$ cat src/rtl/pipe_pkg.sv
// rtl/pipe_pkg.sv - shared types and constants for the pipeline hazard unit
// Scoreboard entry, forward-select width derivation and the register-file select code.
package pipe_pkg;

  // Widest register address an entry can hold; narrower addresses are zero-extended.
  localparam int RD_MAX_W    = 8;
  localparam int FWD_REGFILE = 0;

  typedef struct packed {
    logic                v;
    logic                we;
    logic [RD_MAX_W-1:0] rd;
    logic                ld;
  } sb_entry_t;

  function automatic int fw_width(input int stages);
    return $clog2(stages + 1);
  endfunction

endpackage

$ cat src/rtl/hazard_lookup.sv
// rtl/hazard_lookup.sv - one source register checked against the stage scoreboard
// The youngest matching stage decides: forward from it, or stall if its load data is not ready yet.
module hazard_lookup
  import pipe_pkg::*;
#(
  parameter  int RADDR_W    = 5,
  parameter  int STAGES     = 3,
  parameter  int LOAD_STAGE = 2,
  localparam int FW         = fw_width(STAGES)
) (
  input  logic [RADDR_W-1:0]   i_src,
  input  logic                 i_used,
  input  sb_entry_t [STAGES:1] i_sb,
  output logic                 o_match,
  output logic [FW-1:0]        o_sel,
  output logic                 o_need_stall
);

  logic [RD_MAX_W-1:0] w_src;

  assign w_src = RD_MAX_W'(i_src);

  // Scan oldest to youngest so the youngest hit is the last one to assign.
  always_comb begin
    o_match      = 1'b0;
    o_sel        = FW'(FWD_REGFILE);
    o_need_stall = 1'b0;
    for (int k = STAGES; k >= 1; k--) begin
      if (i_used && (w_src != '0) && i_sb[k].v && i_sb[k].we && (i_sb[k].rd == w_src)) begin
        o_match = 1'b1;
        if (!i_sb[k].ld || (k >= LOAD_STAGE)) begin
          o_sel        = FW'(k);
          o_need_stall = 1'b0;
        end else begin
          o_sel        = FW'(FWD_REGFILE);
          o_need_stall = 1'b1;
        end
      end
    end
  end

endmodule

$ cat src/rtl/pipe_hazard_unit.sv
// rtl/pipe_hazard_unit.sv - scoreboard-based forwarding, load-use stall and branch flush control
// Tracks the writers in EX..WB, steers operand forwarding and counts stall/flush events.
module pipe_hazard_unit
  import pipe_pkg::*;
#(
  parameter  int RADDR_W    = 5,
  parameter  int STAGES     = 3,
  parameter  int LOAD_STAGE = 2,
  parameter  int CNT_W      = 32,
  localparam int FW         = fw_width(STAGES)
) (
  input  logic               clk,
  input  logic               rst_n,
  input  logic               i_id_valid,
  input  logic [RADDR_W-1:0] i_id_rs,
  input  logic [RADDR_W-1:0] i_id_rt,
  input  logic               i_id_rs_used,
  input  logic               i_id_rt_used,
  input  logic               i_id_wr_en,
  input  logic [RADDR_W-1:0] i_id_wr_reg,
  input  logic               i_id_is_load,
  input  logic               i_id_redirect,
  input  logic               i_cnt_clr,
  output logic               o_stall,
  output logic               o_flush_if_id,
  output logic [FW-1:0]      o_fwd_rs_sel,
  output logic [FW-1:0]      o_fwd_rt_sel,
  output logic [CNT_W-1:0]   o_stall_cnt,
  output logic [CNT_W-1:0]   o_flush_cnt
);

  sb_entry_t [STAGES:1] r_sb;
  logic                 r_flush_q;
  logic [CNT_W-1:0]     r_stall_cnt;
  logic [CNT_W-1:0]     r_flush_cnt;

  logic      w_rs_match, w_rs_need;
  logic      w_rt_match, w_rt_need;
  logic      w_stall;
  logic      w_flush;
  sb_entry_t w_s1_next;

  hazard_lookup #(
    .RADDR_W    (RADDR_W),
    .STAGES     (STAGES),
    .LOAD_STAGE (LOAD_STAGE)
  ) u_rs_lookup (
    .i_src        (i_id_rs),
    .i_used       (i_id_rs_used),
    .i_sb         (r_sb),
    .o_match      (w_rs_match),
    .o_sel        (o_fwd_rs_sel),
    .o_need_stall (w_rs_need)
  );

  hazard_lookup #(
    .RADDR_W    (RADDR_W),
    .STAGES     (STAGES),
    .LOAD_STAGE (LOAD_STAGE)
  ) u_rt_lookup (
    .i_src        (i_id_rt),
    .i_used       (i_id_rt_used),
    .i_sb         (r_sb),
    .o_match      (w_rt_match),
    .o_sel        (o_fwd_rt_sel),
    .o_need_stall (w_rt_need)
  );

  assign w_stall = i_id_valid & ((w_rs_match & w_rs_need) | (w_rt_match & w_rt_need));
  // A stalled branch is re-evaluated next cycle, so it must not flush yet.
  assign w_flush = i_id_redirect & ~w_stall;

  always_comb begin
    w_s1_next = '0;
    if (!w_stall) begin
      w_s1_next.v  = i_id_valid & ~r_flush_q;
      w_s1_next.we = i_id_wr_en;
      w_s1_next.rd = RD_MAX_W'(i_id_wr_reg);
      w_s1_next.ld = i_id_is_load;
    end
  end

  always_ff @(posedge clk or negedge rst_n) begin
    if (!rst_n) begin
      r_sb      <= '0;
      r_flush_q <= 1'b0;
    end else begin
      r_sb      <= {r_sb[STAGES-1:1], w_s1_next};
      r_flush_q <= w_flush;
    end
  end

  always_ff @(posedge clk or negedge rst_n) begin
    if (!rst_n) begin
      r_stall_cnt <= '0;
      r_flush_cnt <= '0;
    end else if (i_cnt_clr) begin
      r_stall_cnt <= '0;
      r_flush_cnt <= '0;
    end else begin
      if (w_stall && (r_stall_cnt != '1)) r_stall_cnt <= r_stall_cnt + 1'b1;
      if (w_flush && (r_flush_cnt != '1)) r_flush_cnt <= r_flush_cnt + 1'b1;
    end
  end

  assign o_stall       = w_stall;
  assign o_flush_if_id = w_flush;
  assign o_stall_cnt   = r_stall_cnt;
  assign o_flush_cnt   = r_flush_cnt;

endmodule

$ cat config.mk
export PLATFORM = sky130hd
export DESIGN_NAME = pipe_hazard_unit
export DESIGN_NICKNAME = d
export VERILOG_FILES = /design/src/rtl/pipe_pkg.sv /design/src/rtl/hazard_lookup.sv /design/src/rtl/pipe_hazard_unit.sv
export SDC_FILE = /design/constraint.sdc
export NUM_CORES = 1
export LEC_CHECK = 0
export CORE_ASPECT_RATIO = 1.1
export CORE_MARGIN = 10
export CORE_UTILIZATION = 43
export CTS_CLUSTER_DIAMETER = 80
export DETAILED_ROUTE_END_ITERATION = 10
export GPL_TIMING_DRIVEN = 0
export PLACE_DENSITY = 0.73
export SYNTH_ARGS = -nofsm -noshare
export SYNTH_HDL_FRONTEND = slang
export SYNTH_HIERARCHICAL = 1
export SYNTH_SLANG_ARGS = --single-unit
$ cat constraint.sdc
create_clock -name clk -period 3 [get_ports clk]
set_input_delay 0.6 -clock clk [delete_from_list [all_inputs] [get_ports clk]]
set_output_delay 0.6 -clock clk [all_outputs]
set_load 0.02 [all_outputs]
==> results.json <==
{
  "run_status": "finished clean",
  "finalMaxSlewViolations": 0,
  "post_synth_instance_area_um2": 4880,
  "syn_inst": 506,
  "finalHoldViolations": 0,
  "routed-via-count": 4483,
  "num_rows": 40,
  "worstMarginPinSlew_ps": 675,
  "timing.setup.tns_ps": 0,
  "grt_pass1_wl_um": 23700,
  "buffer_ports.inserted": 92,
  "worst_hold_path_type": "in -> async",
  "layout_min_cycle_time_ps": 2990,
  "first_global_vias": 4633,
  "ctsRootBufferMaster": "clkbuf_16",
  "dp_cells": 763,
  "worst_r2r_startpoint": "r_sb[4]",
  "cp-start-kind": "input port",
  "io_pins": 94,
  "antenna_diodes": 0,
  "rr_worst_depth": 11,
  "viasPerCell": 5.62,
  "power_density_nw_per_um2": 371,
  "ctsHtreeMaxLevel": 3,
  "seqPwrFrac": 0.487,
  "overflow": 0,
  "clkSlewWorstSetupHoldPaths_ps": 60,
  "power.ir.vdd_worst_mv": 0.245,
  "cts_num_sinks": 87,
  "worstPathArrival_ps": 2390,
  "maxCapViolCount": 0,
  "die_width_um": 122,
  "reg2reg_slack_ps": 170,
  "share_comb_of_total_power": 0.079,
  "mostFrequentLayoutCell": "dfrtp_1",
  "remaining_drc_errors": 0,
  "net-switching-power_uw": 602,
  "dp.final_hpwl_um": 10500,
  "final_min_period_over_clock_period": 0.996,
  "route.antenna.remaining_nets": 0,
  "cellInternalPower_uw": 1880,
  "gr-usage-all-layers": 0.180,
  "core_um2": 11000,
  "detail_route.wl_per_cell_um": 18.4,
  "critical_path.max_fanout": 6,
  "die_height_um": 132,
  "drive_gt1_frac": 0.157,
  "drt_iter0_drc": 303,
  "routabilityCongestion": 0.874,
  "cts_tree": "done",
  "numCtsBuffers": 9,
  "avgSynthCellArea_um2": 9.65,
  "grt_antenna_before_repair": 0,
  "unrepaired_setup_endpoints_after_global_routing": "true",
  "crit_path_end_kind": "output pin",
  "leakagePower_uw": 0.00269,
  "timing.fmax_ghz": 0.335,
  "worst-endpoint-required_ps": 2400,
  "timing_worst_setup_path_type": "in -> out",
  "num-nets-final": 671,
  "clockPowerShare": 0.433,
  "worstReg2RegEnd": "o_stall_cnt[20]",
  "instances_no_fill": 797,
  "floorplan.initialDensity": 0.443,
  "grt_max_degree": 70,
  "later_pin_clock_latency_in_the_skew_report_ps": 340,
  "post_cts_hold_buffer_count": 0,
  "post_route_wl_um": 14600,
  "yosys_warnings": 6,
  "p_sw_frac": 0.242,
  "worst_clock_skew_ps": 8.92,
  "slew-limit-headroom": 0.548,
  "first_pass_iters": 4,
  "setup_viol": 0,
  "top_library_cells_by_usage_in_the_layout_fill_and_taps_aside": "dfrtp_1, clkdlybuf4s50_1, nor2_1",
  "syn_to_final_growth_pct": 37.2,
  "die-area_um2": 16000,
  "total_of_fill_cells_in_the_finished_design": 957,
  "ctsLongestPathBuffers": 2
}
metal layers:
metal,GRT usage,wire [um]
met1,0.211,6070
met2,0.316,7620
met3,0.0463,810
met4,0.0451,139
met5,0,0
per-stage QoR:
stage	total power [uW]	util	hold WS (ps)	cell area, um2	setup WS, ps
finish	2480	0.608	134	6700	11.8
floorplan	1310	-	304	4990	14.1
global route	2580	0.608	154	6700	-53.7
CTS	2500	0.594	141	6540	-89.6
detailed placement	1410	0.556	390	6120	-1160
global placement	1400	0.554	389	6100	-1910
sequential cells by signal, summed over array words and instances, names as in the netlist:
name	count
r_sb	22
o_flush_cnt	32
r_flush_q	1
o_stall_cnt	32
final cells by class:
cell class,count,area [um2],area share
tap,147,184,0.0275
buffer,19,116,0.0174
multi-input combinational,411,2830,0.422
sequential,87,2180,0.325
clock buffer,12,256,0.0383
timing repair buffer,111,1080,0.161
inverter,6,27.5,0.00411
clock inverter,4,30.0,0.00448
power groups by stage:
stage | logic [uW] | clock network (uW) | registers, uW
after global placement | 172 | 0 | 1230
after detailed placement | 181 | 0 | 1230
after floorplan | 77.3 | 0 | 1230
after global routing | 216 | 1150 | 1210
final | 196 | 1080 | 1210
after CTS | 190 | 1100 | 1210
critical path, cell delays in order:
cell and delay [ps]:
buf_8 100, buf_4 130, xor2_1 180, nor3_2 220
nand4_1 240, nor2_2 160, and2_4 160, a22o_4 180
nand2_2 90, buf_8 150, inv_1 60, buf_6 110
timing repair:
item,in CTS,in global routing
setup buffers,10,8
gates resized for setup,71,33
setup endpoints to repair,69,33
pin swaps,9,20
how the worst max path moves through the flow:
| stage | endpoint | slack (ps) | start |
|---|---|---|---|
| floorplan | o_flush_cnt[12] | 10 | i_id_rs[3] |
| finish | o_stall | 10 | i_id_rs[1] |
| global route | o_stall | -50 | i_id_rs[1] |
| detailed placement | o_stall | -1160 | i_id_rs[3] |
| CTS | o_stall | -90 | i_id_rt[2] |
| global placement | r_sb[0] | -1910 | rst_n |
No activity file was read; power rests on OpenSTA's default activity.
==> patch: new RTL, config.mk and constraints unchanged <==
`RD_MAX_W`: 8 -> 6.
--- a/src/rtl/pipe_pkg.sv
+++ b/src/rtl/pipe_pkg.sv
@@ -3,7 +3,7 @@
 package pipe_pkg;
 
   // Widest register address an entry can hold; narrower addresses are zero-extended.
-  localparam int RD_MAX_W    = 8;
+  localparam int RD_MAX_W    = 6;
   localparam int FWD_REGFILE = 0;
 
   typedef struct packed {
Function: no difference found for any inputs over 10 cycles, from zero or initial values and one cycle with rst_n low; that may be too few to reach the edited logic, so the function may still have changed.
==> patch against the unedited design <==
The run now ends with negative setup slack left. Total power decreased by 0.46%. Synthesized cell count decreased by 0.79%. Area after synthesis decreased by 0.26%. Design area increased by 2.5%. Clock skew decreased by 0.0030 ns. Count of clock-buffer cells in the layout unchanged. Via count increased by 2.2%. Sequential cell count unchanged. Worst hold slack improved by 0.092 ns. Worst setup slack got worse by 0.060 ns. Wire length increased by 0.23%. Fmax decreased by 2.0%. Critical path type unchanged.
==> patch: results (changes against the unedited design) <==
worst r2r dst=o_stall_cnt[23]$_DFFE_PN0P_; WL final=14.7 mm (+0.23%); largest net degree at the start of global routing=52 (-26%); Max Root-Sink Buffers=2 (unchanged); post-detail-place hpwl=10.1 mm (-4.0%); failing checks=negative setup slack; CP arrival=2.45 ns (+0.06 ns); Nets=660 (-1.6%); VDD IR max=0.000222 V (-9.5%); layout cells sized above 1=0.210 (+0.0528); cells on worst reg2reg path=12 (+1); first-pass GRT wire length=23.4 mm (-1.4%); # setup viols final=5 (+5); status=finished, violations left; DR vias/cell=5.83 (+3.6%); worst-path maximum fanout=5 (-1); Slew @ Worst Pin=1.17 ns (+0.496 ns); Setup WS post-layout=-0.0486 ns (-0.0604 ns); Max H-tree Level=3 (unchanged); setup TNS=-0.153 ns (-0.153 ns); RD Place Congestion=0.873 (-0.16%); gr usage total=0.175 (-0.00492); Initial DRC Count=357 (+18%); initial antenna violation count=0 (unchanged); vias in the first global route=4,539 (-2.0%); ANT cells=0 (unchanged); # fillers=913 (-4.6%)
-- patch: cell count changes in the layout (fill, tap and decap cells not counted), moves of 4 or more --
cell	unedited run	this run
xor2_1	25	9
xnor2_1	26	38
conb_1	18	8
nor4_1	14	7
or4_4	3	10
a21oi_1	27	22
a21oi_2	1	6
buf_4	22	17
a211oi_1	6	2
a211oi_2	0	4
buf_2	6	10
buf_6	7	11
nand4_1	22	26
xnor2_2	0	4
-- patch: area by class of cell --
cell class,instances,area share
inverter,6,0.00401
tap,147,0.0268
clock inverter,4,0.00292
clock buffer,12,0.0374
sequential,87,0.317
buffer,18,0.0159
timing repair buffer,114,0.164
multi-input combinational,398,0.432
-- patch: repair_timing --
action                                  in CTS  in global routing
cloned                                       0                  3
endpoints found under the hold margin        0                  0
resized for setup                           72                 66
setup buffers                               11                  8
endpoints found under the setup margin      76                 34
pin swaps                                   11                 29
-- patch: per-stage QoR --
step / instances / area [µm²] / hold slack [ns] / setup WS, ns / util
6_report: 786 / 6860 / 0.226 / -0.0486 / 0.623
5_1_grt: 786 / 6860 / 0.268 / -0.141 / 0.623
4_1_cts: 776 / 6490 / 0.249 / -0.116 / 0.589
3_5_place_dp: 749 / 6090 / 0.383 / -1.33 / 0.553
3_3_place_gp: 748 / 6070 / 0.380 / -1.91 / 0.551
2_1_floorplan: 509 / 4960 / 0.304 / -0.00624 / -
-- patch: worst max path at each step --
stage | slack [ns] | start | to
floorplan | -0.006 | i_id_rs[1] | o_stall_cnt[23]$_DFFE_PN0P_
global placement | -1.91 | rst_n | r_sb[13]$_DFF_PN0_
detailed placement | -1.33 | i_id_rs[2] | o_stall
CTS | -0.12 | r_sb[5]$_DFF_PN0_ | o_stall
global route | -0.14 | r_sb[2]$_DFF_PN0_ | o_stall_cnt[23]$_DFFE_PN0P_
finish | -0.05 | i_id_rs[2] | o_flush_if_id
-- patch: per-layer routing --
metal | vias to the layer above | track usage | wire, µm
li1 | 2116 | - | -
met1 | 2287 | 0.222 | 6090
met2 | 151 | 0.289 | 7450
met3 | 27 | 0.0368 | 883
met4 | 0 | 0.0537 | 248
met5 | - | 0 | 0
-- patch: where the power goes --
part / total (W) / internal, W / switching, W / leakage, nW
registers: 0.00121 / 0.00119 / 0.0000199 / 1.16
clock network: 0.00105 / 0.000601 / 0.000447 / 0.142
logic: 0.000213 / 0.0000941 / 0.000119 / 1.39
total: 0.00247 / 0.00189 / 0.000585 / 2.69
-- patch: worst max-delay path: stages --
cell	delay, ns
buf_2	0.16
xnor2_1	0.18
nand4_1	0.12
or4_4	0.60
nor2_4	0.14
and2_4	0.15
a22o_4	0.17
a21bo_4	0.16
inv_6	0.05
buf_6	0.12
